[config.mk]
export PLATFORM = sky130hd
export DESIGN_NAME = saturn_instr_decoder_flat
export DESIGN_NICKNAME = d
export VERILOG_FILES = /design/src/rtl/saturn_instr_decoder_if.sv /design/src/rtl/saturn_instr_decoder.sv /design/src/flat_wrapper.sv
export SDC_FILE = /design/constraint.sdc
export NUM_CORES = 1
export LEC_CHECK = 0
export ABC_AREA = 0
export CORE_MARGIN = 3
export CORE_UTILIZATION = 50
export DETAILED_ROUTE_END_ITERATION = 8
export PLACE_DENSITY_LB_ADDON = 0.15
export REMOVE_ABC_BUFFERS = 1
export SYNTH_ARGS = -nofsm -noshare
export SYNTH_HDL_FRONTEND = slang
export SYNTH_SLANG_ARGS = --single-unit
export TNS_END_PERCENT = 5
[constraint.sdc]
create_clock -name i_clk -period 7.25 [get_ports i_clk]
set_clock_uncertainty 0.2 [all_clocks]
set_input_delay 1.8125 -clock i_clk [delete_from_list [all_inputs] [get_ports i_clk]]
set_output_delay 1.8125 -clock i_clk [all_outputs]
set_load 0.05 [all_outputs]
[src/rtl/saturn_instr_decoder_if.sv]
`default_nettype none
// +-----------------------------------------------------------------------+
// | saturn_instr_decoder_if : nibble stream in, decoded instruction out    |
// | Revision 1.0                                                           |
// +-----------------------------------------------------------------------+
interface saturn_instr_decoder_if #(
    parameter int ADDR_NIBBLES = 5
);
    logic                        i_en_dec;
    logic [3:0]                  i_nibble;
    logic                        i_flush;
    logic                        o_ins_valid;
    logic [3:0]                  o_ins_class;
    logic                        o_set_xm;
    logic                        o_set_carry;
    logic                        o_carry_val;
    logic                        o_jump_rel;
    logic [4*ADDR_NIBBLES-1:0]   o_jump_field;
    logic                        o_busy;
    logic [31:0]                 o_instr_ctr;

    modport master (
        output i_en_dec, i_nibble, i_flush,
        input  o_ins_valid, o_ins_class, o_set_xm, o_set_carry, o_carry_val,
               o_jump_rel, o_jump_field, o_busy, o_instr_ctr
    );

    modport slave (
        input  i_en_dec, i_nibble, i_flush,
        output o_ins_valid, o_ins_class, o_set_xm, o_set_carry, o_carry_val,
               o_jump_rel, o_jump_field, o_busy, o_instr_ctr
    );
endinterface
`default_nettype wire

[src/rtl/saturn_instr_decoder.sv]
`default_nettype none
// +-----------------------------------------------------------------------+
// | saturn_instr_decoder : RTN/SETHEX/SETDEC/GOxx nibble-serial decoder    |
// | Revision 1.0                                                           |
// +-----------------------------------------------------------------------+
module saturn_instr_decoder #(
    parameter int ADDR_NIBBLES = 5,
    parameter bit EN_LONG      = 1'b1
) (
    input  wire logic             i_clk,
    input  wire logic             i_reset,
    saturn_instr_decoder_if.slave bus
);
    localparam int W     = 4 * ADDR_NIBBLES;
    localparam int CNT_W = $clog2(ADDR_NIBBLES + 1);

    localparam logic [1:0] ST_START = 2'd0;
    localparam logic [1:0] ST_B0    = 2'd1;
    localparam logic [1:0] ST_B8    = 2'd2;
    localparam logic [1:0] ST_FIELD = 2'd3;

    localparam logic [3:0] CLS_NONE    = 4'h0;
    localparam logic [3:0] CLS_RTN     = 4'h1;
    localparam logic [3:0] CLS_SETHEX  = 4'h2;
    localparam logic [3:0] CLS_SETDEC  = 4'h3;
    localparam logic [3:0] CLS_GOC     = 4'h4;
    localparam logic [3:0] CLS_GONC    = 4'h5;
    localparam logic [3:0] CLS_GOTO    = 4'h6;
    localparam logic [3:0] CLS_GOSUB   = 4'h7;
    localparam logic [3:0] CLS_GOLONG  = 4'h8;
    localparam logic [3:0] CLS_GOVLNG  = 4'h9;
    localparam logic [3:0] CLS_GOSUBL  = 4'hA;
    localparam logic [3:0] CLS_GOSBVL  = 4'hB;
    localparam logic [3:0] CLS_ILLEGAL = 4'hF;

    localparam logic [CNT_W-1:0] LEN_2    = CNT_W'(2);
    localparam logic [CNT_W-1:0] LEN_3    = CNT_W'(3);
    localparam logic [CNT_W-1:0] LEN_4    = CNT_W'(4);
    localparam logic [CNT_W-1:0] LEN_FULL = CNT_W'(ADDR_NIBBLES);
    localparam logic [CNT_W-1:0] CNT_ONE  = CNT_W'(1);

    // Decoder state and partial-field registers
    logic [1:0]       state_q, state_d;
    logic [CNT_W-1:0] cnt_q, cnt_d;
    logic [CNT_W-1:0] len_q, len_d;
    logic [3:0]       pcls_q, pcls_d;
    logic [W-1:0]     field_q, field_d;

    // Registered result
    logic             valid_q, valid_d;
    logic [3:0]       cls_q, cls_d;
    logic             xm_q, xm_d;
    logic             sc_q, sc_d;
    logic             cv_q, cv_d;
    logic             rel_q, rel_d;
    logic [W-1:0]     jfield_q, jfield_d;
    logic [31:0]      ctr_q, ctr_d;

    // Completion event from the next-state logic
    logic             w_done;
    logic             w_has_field;
    logic [3:0]       w_cls;
    logic             w_xm;
    logic             w_sc;
    logic             w_cv;

    logic [W-1:0]     w_field_next;
    logic [W-1:0]     w_mask;
    logic [W-1:0]     w_top;
    logic             w_sign;
    logic             w_rel;
    logic [W-1:0]     w_ext;

    // w_mask covers bits above the collected field; w_top isolates its MSB
    assign w_field_next = field_q | ({{(W-4){1'b0}}, bus.i_nibble} << {cnt_q, 2'b00});
    assign w_mask       = {W{1'b1}} << {len_q, 2'b00};
    assign w_top        = ~w_mask & ~(~w_mask >> 1);
    assign w_sign       = |(w_field_next & w_top);
    assign w_rel        = (pcls_q != CLS_GOVLNG) && (pcls_q != CLS_GOSBVL);
    assign w_ext        = (w_rel && w_sign) ? (w_field_next | w_mask) : w_field_next;

    always_ff @(posedge i_clk or negedge i_reset) begin
        if (!i_reset) begin
            state_q  <= ST_START;
            cnt_q    <= '0;
            len_q    <= '0;
            pcls_q   <= CLS_NONE;
            field_q  <= '0;
            valid_q  <= 1'b0;
            cls_q    <= CLS_NONE;
            xm_q     <= 1'b0;
            sc_q     <= 1'b0;
            cv_q     <= 1'b0;
            rel_q    <= 1'b0;
            jfield_q <= '0;
            ctr_q    <= '0;
        end else begin
            state_q  <= state_d;
            cnt_q    <= cnt_d;
            len_q    <= len_d;
            pcls_q   <= pcls_d;
            field_q  <= field_d;
            valid_q  <= valid_d;
            cls_q    <= cls_d;
            xm_q     <= xm_d;
            sc_q     <= sc_d;
            cv_q     <= cv_d;
            rel_q    <= rel_d;
            jfield_q <= jfield_d;
            ctr_q    <= ctr_d;
        end
    end

    always_comb begin
        state_d     = state_q;
        cnt_d       = cnt_q;
        len_d       = len_q;
        pcls_d      = pcls_q;
        field_d     = field_q;
        w_done      = 1'b0;
        w_has_field = 1'b0;
        w_cls       = CLS_NONE;
        w_xm        = 1'b0;
        w_sc        = 1'b0;
        w_cv        = 1'b0;

        // Flush outranks a coincident nibble strobe
        if (bus.i_flush) begin
            state_d = ST_START;
            cnt_d   = '0;
            field_d = '0;
        end else if (bus.i_en_dec) begin
            case (state_q)
                ST_START: begin
                    cnt_d   = '0;
                    field_d = '0;
                    case (bus.i_nibble)
                        4'h0: state_d = ST_B0;
                        4'h4, 4'h5: begin
                            state_d = ST_FIELD;
                            len_d   = LEN_2;
                            pcls_d  = bus.i_nibble;
                        end
                        4'h6, 4'h7: begin
                            state_d = ST_FIELD;
                            len_d   = LEN_3;
                            pcls_d  = bus.i_nibble;
                        end
                        4'h8: begin
                            if (EN_LONG) begin
                                state_d = ST_B8;
                            end else begin
                                w_done = 1'b1;
                                w_cls  = CLS_ILLEGAL;
                            end
                        end
                        default: begin
                            w_done = 1'b1;
                            w_cls  = CLS_ILLEGAL;
                        end
                    endcase
                end
                ST_B0: begin
                    state_d = ST_START;
                    w_done  = 1'b1;
                    case (bus.i_nibble)
                        4'h0, 4'h1, 4'h2, 4'h3: begin
                            w_cls = CLS_RTN;
                            w_xm  = (bus.i_nibble == 4'h0);
                            w_sc  = bus.i_nibble[1];
                            w_cv  = (bus.i_nibble == 4'h2);
                        end
                        4'h4:    w_cls = CLS_SETHEX;
                        4'h5:    w_cls = CLS_SETDEC;
                        default: w_cls = CLS_ILLEGAL;
                    endcase
                end
                ST_B8: begin
                    state_d = ST_FIELD;
                    case (bus.i_nibble)
                        4'hC: begin
                            len_d  = LEN_4;
                            pcls_d = CLS_GOLONG;
                        end
                        4'hE: begin
                            len_d  = LEN_4;
                            pcls_d = CLS_GOSUBL;
                        end
                        4'hD: begin
                            len_d  = LEN_FULL;
                            pcls_d = CLS_GOVLNG;
                        end
                        4'hF: begin
                            len_d  = LEN_FULL;
                            pcls_d = CLS_GOSBVL;
                        end
                        default: begin
                            state_d = ST_START;
                            w_done  = 1'b1;
                            w_cls   = CLS_ILLEGAL;
                        end
                    endcase
                end
                default: begin
                    if (cnt_q == len_q - CNT_ONE) begin
                        state_d     = ST_START;
                        cnt_d       = '0;
                        field_d     = '0;
                        w_done      = 1'b1;
                        w_has_field = 1'b1;
                        w_cls       = pcls_q;
                    end else begin
                        cnt_d   = cnt_q + CNT_ONE;
                        field_d = w_field_next;
                    end
                end
            endcase
        end
    end

    always_comb begin
        valid_d  = w_done;
        cls_d    = w_done ? w_cls : CLS_NONE;
        xm_d     = w_done & w_xm;
        sc_d     = w_done & w_sc;
        cv_d     = w_done & w_cv;
        rel_d    = w_done & w_has_field & w_rel;
        jfield_d = (w_done && w_has_field) ? w_ext : jfield_q;
        ctr_d    = (w_done && (w_cls != CLS_ILLEGAL)) ? ctr_q + 32'd1 : ctr_q;
    end

    assign bus.o_ins_valid  = valid_q;
    assign bus.o_ins_class  = cls_q;
    assign bus.o_set_xm     = xm_q;
    assign bus.o_set_carry  = sc_q;
    assign bus.o_carry_val  = cv_q;
    assign bus.o_jump_rel   = rel_q;
    assign bus.o_jump_field = jfield_q;
    assign bus.o_busy       = (state_q != ST_START);
    assign bus.o_instr_ctr  = ctr_q;

endmodule
`default_nettype wire

[src/flat_wrapper.sv]
// flat-port wrapper written by rule: the top's interface ports become plain ports
module saturn_instr_decoder_flat 
#(
    parameter int ADDR_NIBBLES = 5,
    parameter bit EN_LONG      = 1'b1
)
  (i_clk, i_reset, bus_i_en_dec, bus_i_nibble, bus_i_flush, bus_o_ins_valid, bus_o_ins_class, bus_o_set_xm, bus_o_set_carry, bus_o_carry_val, bus_o_jump_rel, bus_o_jump_field, bus_o_busy, bus_o_instr_ctr);
  saturn_instr_decoder_if #(.ADDR_NIBBLES(ADDR_NIBBLES)) bus_i ();
  input  wire logic i_clk;
  input  wire logic i_reset;
  input wire logic [$bits(bus_i.i_en_dec)-1:0] bus_i_en_dec;
  input wire logic [$bits(bus_i.i_nibble)-1:0] bus_i_nibble;
  input wire logic [$bits(bus_i.i_flush)-1:0] bus_i_flush;
  output wire logic [$bits(bus_i.o_ins_valid)-1:0] bus_o_ins_valid;
  output wire logic [$bits(bus_i.o_ins_class)-1:0] bus_o_ins_class;
  output wire logic [$bits(bus_i.o_set_xm)-1:0] bus_o_set_xm;
  output wire logic [$bits(bus_i.o_set_carry)-1:0] bus_o_set_carry;
  output wire logic [$bits(bus_i.o_carry_val)-1:0] bus_o_carry_val;
  output wire logic [$bits(bus_i.o_jump_rel)-1:0] bus_o_jump_rel;
  output wire logic [$bits(bus_i.o_jump_field)-1:0] bus_o_jump_field;
  output wire logic [$bits(bus_i.o_busy)-1:0] bus_o_busy;
  output wire logic [$bits(bus_i.o_instr_ctr)-1:0] bus_o_instr_ctr;
  assign bus_i.i_en_dec = bus_i_en_dec;
  assign bus_i.i_nibble = bus_i_nibble;
  assign bus_i.i_flush = bus_i_flush;
  assign bus_o_ins_valid = bus_i.o_ins_valid;
  assign bus_o_ins_class = bus_i.o_ins_class;
  assign bus_o_set_xm = bus_i.o_set_xm;
  assign bus_o_set_carry = bus_i.o_set_carry;
  assign bus_o_carry_val = bus_i.o_carry_val;
  assign bus_o_jump_rel = bus_i.o_jump_rel;
  assign bus_o_jump_field = bus_i.o_jump_field;
  assign bus_o_busy = bus_i.o_busy;
  assign bus_o_instr_ctr = bus_i.o_instr_ctr;
  saturn_instr_decoder #(.ADDR_NIBBLES(ADDR_NIBBLES), .EN_LONG(EN_LONG)) u_core (.i_clk(i_clk), .i_reset(i_reset), .bus(bus_i));
endmodule
==> impl_metrics.json, run 1 <==
{
  "status": "complete, no violations",
  "globalplace.congestion": 0.861,
  "synth_area_um2": 4510,
  "setup.worst_path.end_class": "register",
  "power.leakage_nw": 2.46,
  "wl_per_cell_um": 15.6,
  "switchingPower_uw": 375,
  "fp.dieW_um": 101,
  "period_share_pct": 64.3,
  "synth_warnings": 0,
  "yosys.cell_types.count": 51,
  "hold_viol": 0,
  "synth_common_cells": "dfrtp_1 (93), nor2_1 (68), a21oi_1 (31)",
  "placed_area_um2": 5250,
  "period_minus_slack_ns": 4.66,
  "grt_max_degree": 73,
  "p_per_area_nw_per_um2": 219,
  "cts_tree": "built",
  "diodes": 0,
  "place_hpwl_mm": 6.87,
  "yosysMostFrequentCell": "dfrtp_1",
  "antenna_found_initial": 0,
  "clkSinkCount": 93,
  "root_buffer": "clkbuf_8",
  "grt_use_total_pct": 20.9,
  "async_reset_ff_share_pct": 100,
  "r2r-end": "u_core.field_q[16]$_DFFE_PN0P_",
  "wl_mm": 9.96,
  "worstPathRequired_ns": 7.30,
  "clockBufferDepth": 2,
  "grt_pass1_wl_mm": 17.0,
  "yosysSeqAreaShare_pct": 51.6,
  "setup_viol": 0,
  "ios": 70,
  "power.share.switching_pct": 31.3,
  "max_freq_ghz": 0.215,
  "ctsResizeCount": 0,
  "combPwrFrac_pct": 19.2,
  "pwr-share-clk_pct": 32.6,
  "worstSetupEndpoint": "u_core.bus.o_instr_ctr[24]$_DFFE_PN0P_",
  "ys_ff_latch": 93,
  "slew_headroom_pct": 27.6,
  "ctsHoldBuffers": 0,
  "nets": 547,
  "clk_latency_ns": 0.36,
  "synthCells": 467,
  "r2r_cells": 9,
  "synth_area_leaders": "dfrtp_1 (52%), nor2_1 (5.7%), xor2_1 (5.0%), a21oi_1 (3.4%), ha_1 (3.3%)",
  "core_um2": 8760,
  "core.rowCount": 34,
  "cts_setup_buffers": 0,
  "yosys_most_used_dff": "dfrtp_1",
  "crit_start": "bus_i_nibble[1]",
  "dr.pass1.iters": 4,
  "dieArea_um2": 10200,
  "area_delta_synth_final_pct": 21.1,
  "synth.largest_area_cell": "dfrtp_1",
  "viasPerCell": 5.63,
  "p_total_mw": 1.20,
  "numPortBuffers": 69,
  "drtIter0Drc": 189,
  "vias": 3597,
  "ant_nets": 0,
  "die_h_um": 101,
  "tightest_slew_ns": 1.08,
  "worst-setup-path-type": "in2reg",
  "rsz0062_at_grt": "no",
  "gr-total-overflow": 0,
  "ff2ff_setup_slack_ns": 3.55,
  "grt_pass1_vias": 3501,
  "numCtsBuffers": 9,
  "crit_fanout": 32,
  "min_path_type": "reg2reg",
  "start_util_pct": 51.5,
  "finalInstanceArea_um2": 5470,
  "drv_cap": 0,
  "synth_edf_count": 0,
  "p_int_uw": 822,
  "postLayoutCoreUtil_pct": 62.4,
  "startpoint_type": "input pin",
  "setup_tns_ns": 0,
  "drcViolationCount": 0,
  "avgSynthCellArea_um2": 9.67,
  "htreeDepth": 3,
  "p_seq_share_pct": 48.2,
  "irDropWorstVdd_v": 0.000123,
  "maxSlewViolCount": 0,
  "yosysTopAreaCellShare_pct": 51.6,
  "clk_pin_slew_worst_paths_ns": 0.10,
  "r2r_start": "u_core.len_q[1]$_DFFE_PN0P_",
  "drive_gt1_share_pct": 6.40,
  "cp.arrival_ns": 4.71
}
-- worst min-delay path by stage --
| stage | from | end | slack (ns) | depth (start not counted) |
|---|---|---|---|---|
| after floorplan | u_core.field_q[15]$_DFFE_PN0P_ | u_core.field_q[15]$_DFFE_PN0P_ | 0.25 | 2 |
| final | u_core.bus.o_instr_ctr[31]$_DFFE_PN0P_ | u_core.bus.o_instr_ctr[31]$_DFFE_PN0P_ | 0.27 | 1 |
| after CTS | u_core.bus.o_instr_ctr[31]$_DFFE_PN0P_ | u_core.bus.o_instr_ctr[31]$_DFFE_PN0P_ | 0.27 | 1 |
| after global placement | u_core.bus.o_instr_ctr[31]$_DFFE_PN0P_ | u_core.bus.o_instr_ctr[31]$_DFFE_PN0P_ | 0.26 | 1 |
| after detailed placement | u_core.bus.o_instr_ctr[31]$_DFFE_PN0P_ | u_core.bus.o_instr_ctr[31]$_DFFE_PN0P_ | 0.26 | 1 |
| after global routing | u_core.bus.o_instr_ctr[31]$_DFFE_PN0P_ | u_core.bus.o_instr_ctr[31]$_DFFE_PN0P_ | 0.31 | 1 |
-- metal layers --
metal	track usage [%]	share of wire, %	up-vias
met1	28.9	46	1759
met3	3.74	6.0	9
met4	6.13	1.2	0
li1	-	-	1726
met5	0	0	-
met2	33.9	47	103
-- placed cells by master, fill, tap and decap left out, types with 2 or more instances in the layout --
cell             count
dfrtp_1             93
nor2_1              68
clkdlybuf4s50_1     68
a21oi_1             31
nand2_1             28
inv_1               27
xor2_1              26
nor3_1              23
a31oi_1             22
o21ai_0             21
nand3_1             19
ha_1                12
clkbuf_8            10
a211oi_1             8
xnor2_1              8
and3_1               7
nor4_2               6
buf_4                6
nor2b_1              3
a211o_1              3
or3_1                3
nand2b_1             2
or2_0                2
nand4_1              2
or2_2                2
or4_1                2
o211ai_1             2
clkinvlp_4           2
bufinv_16            2
-- flip-flops by register name, summed over array words and instances (netlist names) --
name	count
u_core.bus.o_instr_ctr	32
u_core.bus.o_jump_field	20
u_core.field_q	20
u_core.bus.o_ins_class	4
u_core.pcls_q	4
u_core.cnt_q	3
u_core.len_q	3
u_core.state_q	2
u_core.bus.o_carry_val	1
u_core.bus.o_ins_valid	1
u_core.bus.o_jump_rel	1
u_core.bus.o_set_carry	1
u_core.bus.o_set_xm	1
-- power by group through the flow --
stage | clock network (mW) | logic [mW] | registers, mW
final | 0.390 | 0.230 | 0.577
after global routing | 0.416 | 0.253 | 0.582
after CTS | 0.396 | 0.232 | 0.577
after detailed placement | 0 | 0.230 | 0.587
after global placement | 0 | 0.228 | 0.586
after floorplan | 0 | 0.0929 | 0.639
-- through the flow --
stage	hold slack [ns]	worst slack, ns	cells
2_1_floorplan	0.250	3.13	442
3_3_place_gp	0.259	2.32	624
3_5_place_dp	0.261	2.27	624
4_1_cts	0.274	2.62	639
5_1_grt	0.314	2.44	639
6_report	0.269	2.59	639
-- worst max-delay path: stages --
cell and delay [ns]:
clkdlybuf4s50_1 0.73, or2_1 0.40, a211o_1 0.30, or2_0 0.23
a32oi_2 0.26, o31ai_4 0.10, buf_4 0.26, or4_1 0.46
xnor2_1 0.14
-- kinds of logic after synthesis --
| group | Yosys count | share of synthesized area, % |
|---|---|---|
| AO/OA/AOI/OAI | 99 | 13.7 |
| XOR/XNOR | 34 | 6.60 |
| adder cells (fa/ha/maj) | 12 | 3.33 |
| buffers and inverters | 52 | 5.13 |
| flip-flops | 93 | 51.6 |
| multiplexers | 2 | 0.499 |
| AND/OR/NAND/NOR | 175 | 19.2 |
-- cell type report --
| cell class | count | area (um2) |
|---|---|---|
| fill | 725 | 3300 |
| inverter | 27 | 101 |
| clock inverter | 5 | 83.8 |
| sequential | 93 | 2330 |
| tap | 108 | 135 |
| timing repair buffer | 74 | 726 |
| clock buffer | 10 | 138 |
| multi-input combinational | 322 | 1960 |
Note: power is estimated with default switching activity, not from simulation.
==> run 2: changes to the inputs <==
==> constraint.sdc (replaced) <==
create_clock -name i_clk -period 4.8 [get_ports i_clk]
set_clock_uncertainty 0.2 [all_clocks]
set_input_delay 1.2 -clock i_clk [delete_from_list [all_inputs] [get_ports i_clk]]
set_output_delay 1.2 -clock i_clk [all_outputs]
set_load 0.05 [all_outputs]
==> run 2 against run 1 <==
- worst hold slack got worse by 0.00088 ns
- first-iteration DRC count decreased by 14%
- register-to-register slack worse by 2.7 ns
- via count grew 1.6%
==> impl_metrics.json, run 2 (same netlist as run 1, synthesis figures left out) <==
{
  "status": "complete, no violations",
  "place_hpwl_mm": 7.37,
  "numPortBuffers": 69,
  "cts_tree": "built",
  "viasPerCell": 5.67,
  "worst_path_dominant_cell_family": "compound AO/OA/AOI/OAI gates",
  "area_delta_synth_final_pct": 21.8,
  "wl_mm": 10.3,
  "grt_use_total_pct": 21.3,
  "period_minus_slack_ns": 4.13,
  "cp.arrival_ns": 4.18,
  "grt_pass1_vias": 3441,
  "hold_viol": 0,
  "max_freq_ghz": 0.242,
  "slew_headroom_pct": 38.4,
  "tightest_slew_ns": 0.924,
  "worstPathRequired_ns": 4.85,
  "ff2ff_setup_slack_ns": 0.90,
  "antenna_found_initial": 0,
  "dr.pass1.iters": 4,
  "drive_gt1_share_pct": 7.09,
  "clockBufferDepth": 2,
  "gr-total-overflow": 0,
  "drtIter0Drc": 162,
  "vias": 3654,
  "diodes": 0,
  "drcViolationCount": 0,
  "num-fill-cells": 738,
  "root_buffer": "clkbuf_8",
  "worstSetupEndpoint": "u_core.bus.o_instr_ctr[1]$_DFFE_PN0P_",
  "dieArea_um2": 10200,
  "start_util_pct": 51.5,
  "ctsHoldBuffers": 0,
  "power.leakage_nw": 2.48,
  "die_h_um": 101,
  "critPathMaxStageDelay_ns": 0.80,
  "nets": 551,
  "whs_ns": 0.269,
  "crit_start": "bus_i_nibble[2]",
  "maxSlewViolCount": 0,
  "globalplace.congestion": 0.876,
  "htreeDepth": 3,
  "final_common_cell": "dfrtp_1",
  "r2r_cells": 10,
  "crit_fanout": 19,
  "clk_latency_ns": 0.36,
  "setup_tns_ns": 0,
  "p_per_area_nw_per_um2": 329,
  "cp_num_cells": 8,
  "rsz0062_at_grt": "no",
  "numCtsBuffers": 9,
  "final_cell_mix": "dfrtp_1 (93), nor2_1 (68), clkdlybuf4s50_1 (68), a21oi_1 (31), nand2_1 (28)",
  "fp.dieW_um": 101,
  "clk_pin_slew_worst_paths_ns": 0.09,
  "ctsResizeCount": 0,
  "wl_per_cell_um": 16.1,
  "core.rowCount": 34,
  "crit_chain": "clkdlybuf4s50_1, nor2b_1, a211o_1, a211oi_1, a211o_1, o31ai_4, buf_4, mux2_1",
  "startpoint_type": "input pin",
  "core_um2": 8760,
  "grt_pass1_wl_mm": 17.2,
  "period_share_pct": 86.0,
  "irDropWorstVdd_v": 0.000215,
  "setup.worst_path.end_class": "register",
  "cpMaxStageDelayCell": "o31ai_4",
  "largest_reg_flops": 32,
  "crit_buf_inv": 2,
  "min_path_type": "reg2reg",
  "clkSinkCount": 93,
  "cpMostUsedCell": "a211o_1",
  "drv_cap": 0,
  "r2r-end": "u_core.bus.o_instr_ctr[1]$_DFFE_PN0P_",
  "setup_viol": 0,
  "worst-setup-path-type": "in2reg",
  "r2r_start": "u_core.len_q[1]$_DFFE_PN0P_",
  "grt_max_degree": 74,
  "cts_setup_buffers": 0,
  "ios": 70,
  "ant_nets": 0
}
run 2: worst min-delay path by stage:
stage	slack, ns	depth (start not counted)	to	start
finish	0.27	1	u_core.bus.o_instr_ctr[31]$_DFFE_PN0P_	u_core.bus.o_instr_ctr[31]$_DFFE_PN0P_
CTS	0.27	1	u_core.bus.o_instr_ctr[31]$_DFFE_PN0P_	u_core.bus.o_instr_ctr[31]$_DFFE_PN0P_
detailed placement	0.26	1	u_core.bus.o_instr_ctr[31]$_DFFE_PN0P_	u_core.bus.o_instr_ctr[31]$_DFFE_PN0P_
global placement	0.26	1	u_core.bus.o_instr_ctr[31]$_DFFE_PN0P_	u_core.bus.o_instr_ctr[31]$_DFFE_PN0P_
global route	0.30	1	u_core.bus.o_instr_ctr[31]$_DFFE_PN0P_	u_core.bus.o_instr_ctr[31]$_DFFE_PN0P_
floorplan	0.25	2	u_core.field_q[15]$_DFFE_PN0P_	u_core.field_q[15]$_DFFE_PN0P_
run 2: per-stage QoR:
step                cell area (um2)  instances  setup WS (ns)  utilization (%)  total power [mW]
detailed placement             5280        628          0.335             60.2              1.24
global placement               5280        628          0.440             60.2              1.23
CTS                            5500        644          0.733             62.7              1.82
finish                         5500        644          0.671             62.7              1.81
global route                   5500        644          0.538             62.7              1.90
floorplan                      4380        442           1.30                -              1.10
run 2: layer usage:
metal	GRT usage, %	vias up	share of wire [%]
li1	-	1733	-
met1	29.4	1805	45
met2	35.1	107	49
met3	4.15	9	5.3
met4	4.91	0	0.99
met5	0	-	0
run 2: cell type report:
class,count,area [um2],share of cell area [%]
flip-flops and latches,93,2330,42.3
multi-input cells,322,1960,35.6
repair buffers,78,756,13.7
well taps,108,135,2.46
clock buffers,10,128,2.32
inverters,27,101,1.84
clock inverters,6,96.3,1.75
run 2: power by group:
part	switching [mW]	internal (mW)	total [mW]	leakage, nW
Clock	0.284	0.299	0.583	0.109
Sequential	0.0483	0.823	0.872	1.24
Combinational	0.239	0.115	0.353	1.13
Total	0.571	1.24	1.81	2.48
==> RTL change: new RTL, config.mk and constraints of run 2 <==
Reset style: synchronous (`i_reset`), changed in one clocked block.
--- a/src/rtl/saturn_instr_decoder.sv
+++ b/src/rtl/saturn_instr_decoder.sv
@@ -81,3 +81,3 @@
 
-    always_ff @(posedge i_clk or negedge i_reset) begin
+    always_ff @(posedge i_clk) begin
         if (!i_reset) begin
Function: differs if i_reset is asserted again (counterexample within 4 cycles, from zero or initial values and one cycle with i_reset low); with i_reset held inactive, the same outputs for 4 cycles.
==> RTL change against run 2 <==
Via count up 15%. Worst setup slack better by 0.34 ns. Routed wire length increased by 7.3%. Utilization decreased by 0.080 points. Sequential cell count did not move. Synthesized area grew 2.5%. Non-clock buffer count is 1 higher. Design area rose by 0.84%. Sequential share of layout area decreased by 8.7 points. Critical path type unchanged. Highest routed layer unchanged.
Power is not compared: it rests on default switching activity, and its combinational part moved more than twofold at a synthesized area within 25%.
==> RTL change: results (changes against run 2) <==
outcome=finished clean; hold path cells=2 (+1); arrival time worst endpoint=3.87 ns (-0.31 ns); TritonCTS Buffers=9 (unchanged); biggest area contributors in the synthesized netlist=sky130_fd_sc_hd__dfxtp_1, sky130_fd_sc_hd__a21oi_1, sky130_fd_sc_hd__ha_1, sky130_fd_sc_hd__mux2i_1, sky130_fd_sc_hd__or4_1; Async SR Flop Fraction=0% (-100 points); met1 layer usage reported by global route=26.84% (-2.6 points); commonest cells in the netlist=sky130_fd_sc_hd__dfxtp_1, sky130_fd_sc_hd__a21oi_1, sky130_fd_sc_hd__nor2_1; Crit Reg-Reg Startpoint=u_core.len_q[0]; placed instance count=689 (+9.7%); Avg Cell Area, Syn=8.537 um2 (-12%); Final Power=0.001441 W; final HPWL from detailed placement=7.890 mm (+7.1%); total routing resource utilization after global routing=21.95% (+0.61 points); worst hold-check slack=0.2817 ns (+0.01309 ns); critical hold path startpoint=u_core.field_q[2]; wire length of the first global-routing pass=18.59 mm (+8.3%); area after detailed placement=5351 um2 (+1.4%); xor and xnor fraction of the mapped netlist area=0.7301% (-5.9 points); cell taking the most area after synthesis=sky130_fd_sc_hd__dfxtp_1; cells resized by post-CTS repair=0 (unchanged); multiplexer area fraction after synthesis=3.245% (+2.7 points); Avg WL per Cell=15.75 um (-1.9%); Final nets=612 (+11%); pre-CTS setup slack=0.6666 ns (+0.3321 ns); post-synthesis compound-gate area fraction=23.04% (+9.4 points); largest net degree at the start of global routing=58 (-22%); via count of the first global-routing pass=4065 (+18%); Post CTS Setup Buffer Count=0 (unchanged); ratio of cells with drive above 1 in the final layout=8.725% (+1.6 points); endpoint of the worst-slack reg-to-reg timing path=u_core.bus.o_instr_ctr[27]; length of routed met2 wiring=5.544 mm (+9.1%); global-route met2 utilization=38.83% (+3.7 points); worst-case reg-to-reg path depth=10 (unchanged); largest fanout of any net on the critical path=57 (+38); Root Buffer Master=sky130_fd_sc_hd__clkbuf_8; Synth Flop Type=sky130_fd_sc_hd__dfxtp_1; gpl congestion=0.8611 (-1.7%); tightest slew margin relative to the limit=41.74% (+3.3 points); setup slack of the most critical reg-to-reg path=1.57 ns (+0.67 ns); part of the cycle the worst path needs=78.84% (-7.2 points); via count of the routed design=4204 (+15%); DRT iter0 DRCs=159 (-1.9%); cell at the slowest stage of the critical path=sky130_fd_sc_hd__clkdlybuf4s50_1; post-synthesis adder-cell area fraction=3.245% (-0.081 points); met3 wire length=333 um (-40%); delay contributed by the slowest stage of the critical path=0.82 ns (+0.02 ns); met3 track utilization from global routing=3.618% (-0.53 points); number of library cell types mapped by synthesis=59 (+16%)
-- RTL change: cell types whose count changed after synthesis, sizes merged, moves of 15 or more --
cell / before / now
a21oi: 31 / 80
dfrtp: 93 / 0
dfxtp: 0 / 93
mux2i: 0 / 15
nor2: 68 / 36
o31ai: 1 / 21
or4: 2 / 20
xor2: 26 / 0
-- RTL change: report_power, final --
group	internal [W]	switching, W	total (W)
clock	0.000244	0.000280	0.000524
combinational	0.0000440	0.0000937	0.000138
sequential	0.000776	0.00000408	0.000780
-- RTL change: final cells by class --
cell class	instances	area, um2
Timing Repair Buffer	79	790.8
Fill cell	785	3303
Tap cell	108	135.1
Sequential cell	93	1862
Clock buffer	9	123.9
Clock inverter	6	70.07
Inverter	18	67.56
Multi-Input combinational cell	391	2496
-- RTL change: how the worst max path moves through the flow --
| stage | startpoint | end |
|---|---|---|
| after global placement | bus_i_nibble[3] | u_core.bus.o_instr_ctr[21] |
| after floorplan | bus_i_nibble[1] | u_core.bus.o_carry_val |
| final | bus_i_nibble[3] | u_core.bus.o_instr_ctr[18] |
| after global routing | bus_i_nibble[3] | u_core.bus.o_jump_field[6] |
| after detailed placement | bus_i_nibble[3] | u_core.bus.o_instr_ctr[19] |
| after CTS | bus_i_nibble[3] | u_core.bus.o_instr_ctr[19] |
-- RTL change: worst min-delay path: cells and delay by family, from the launching register on --
| kind | cells | cell delay, ns |
|---|---|---|
| AOI/OAI and AO/OA | 1 | 0.04 |
| DFF | 1 | 0.34 |
| and+or+nand+nor | 1 | 0.07 |
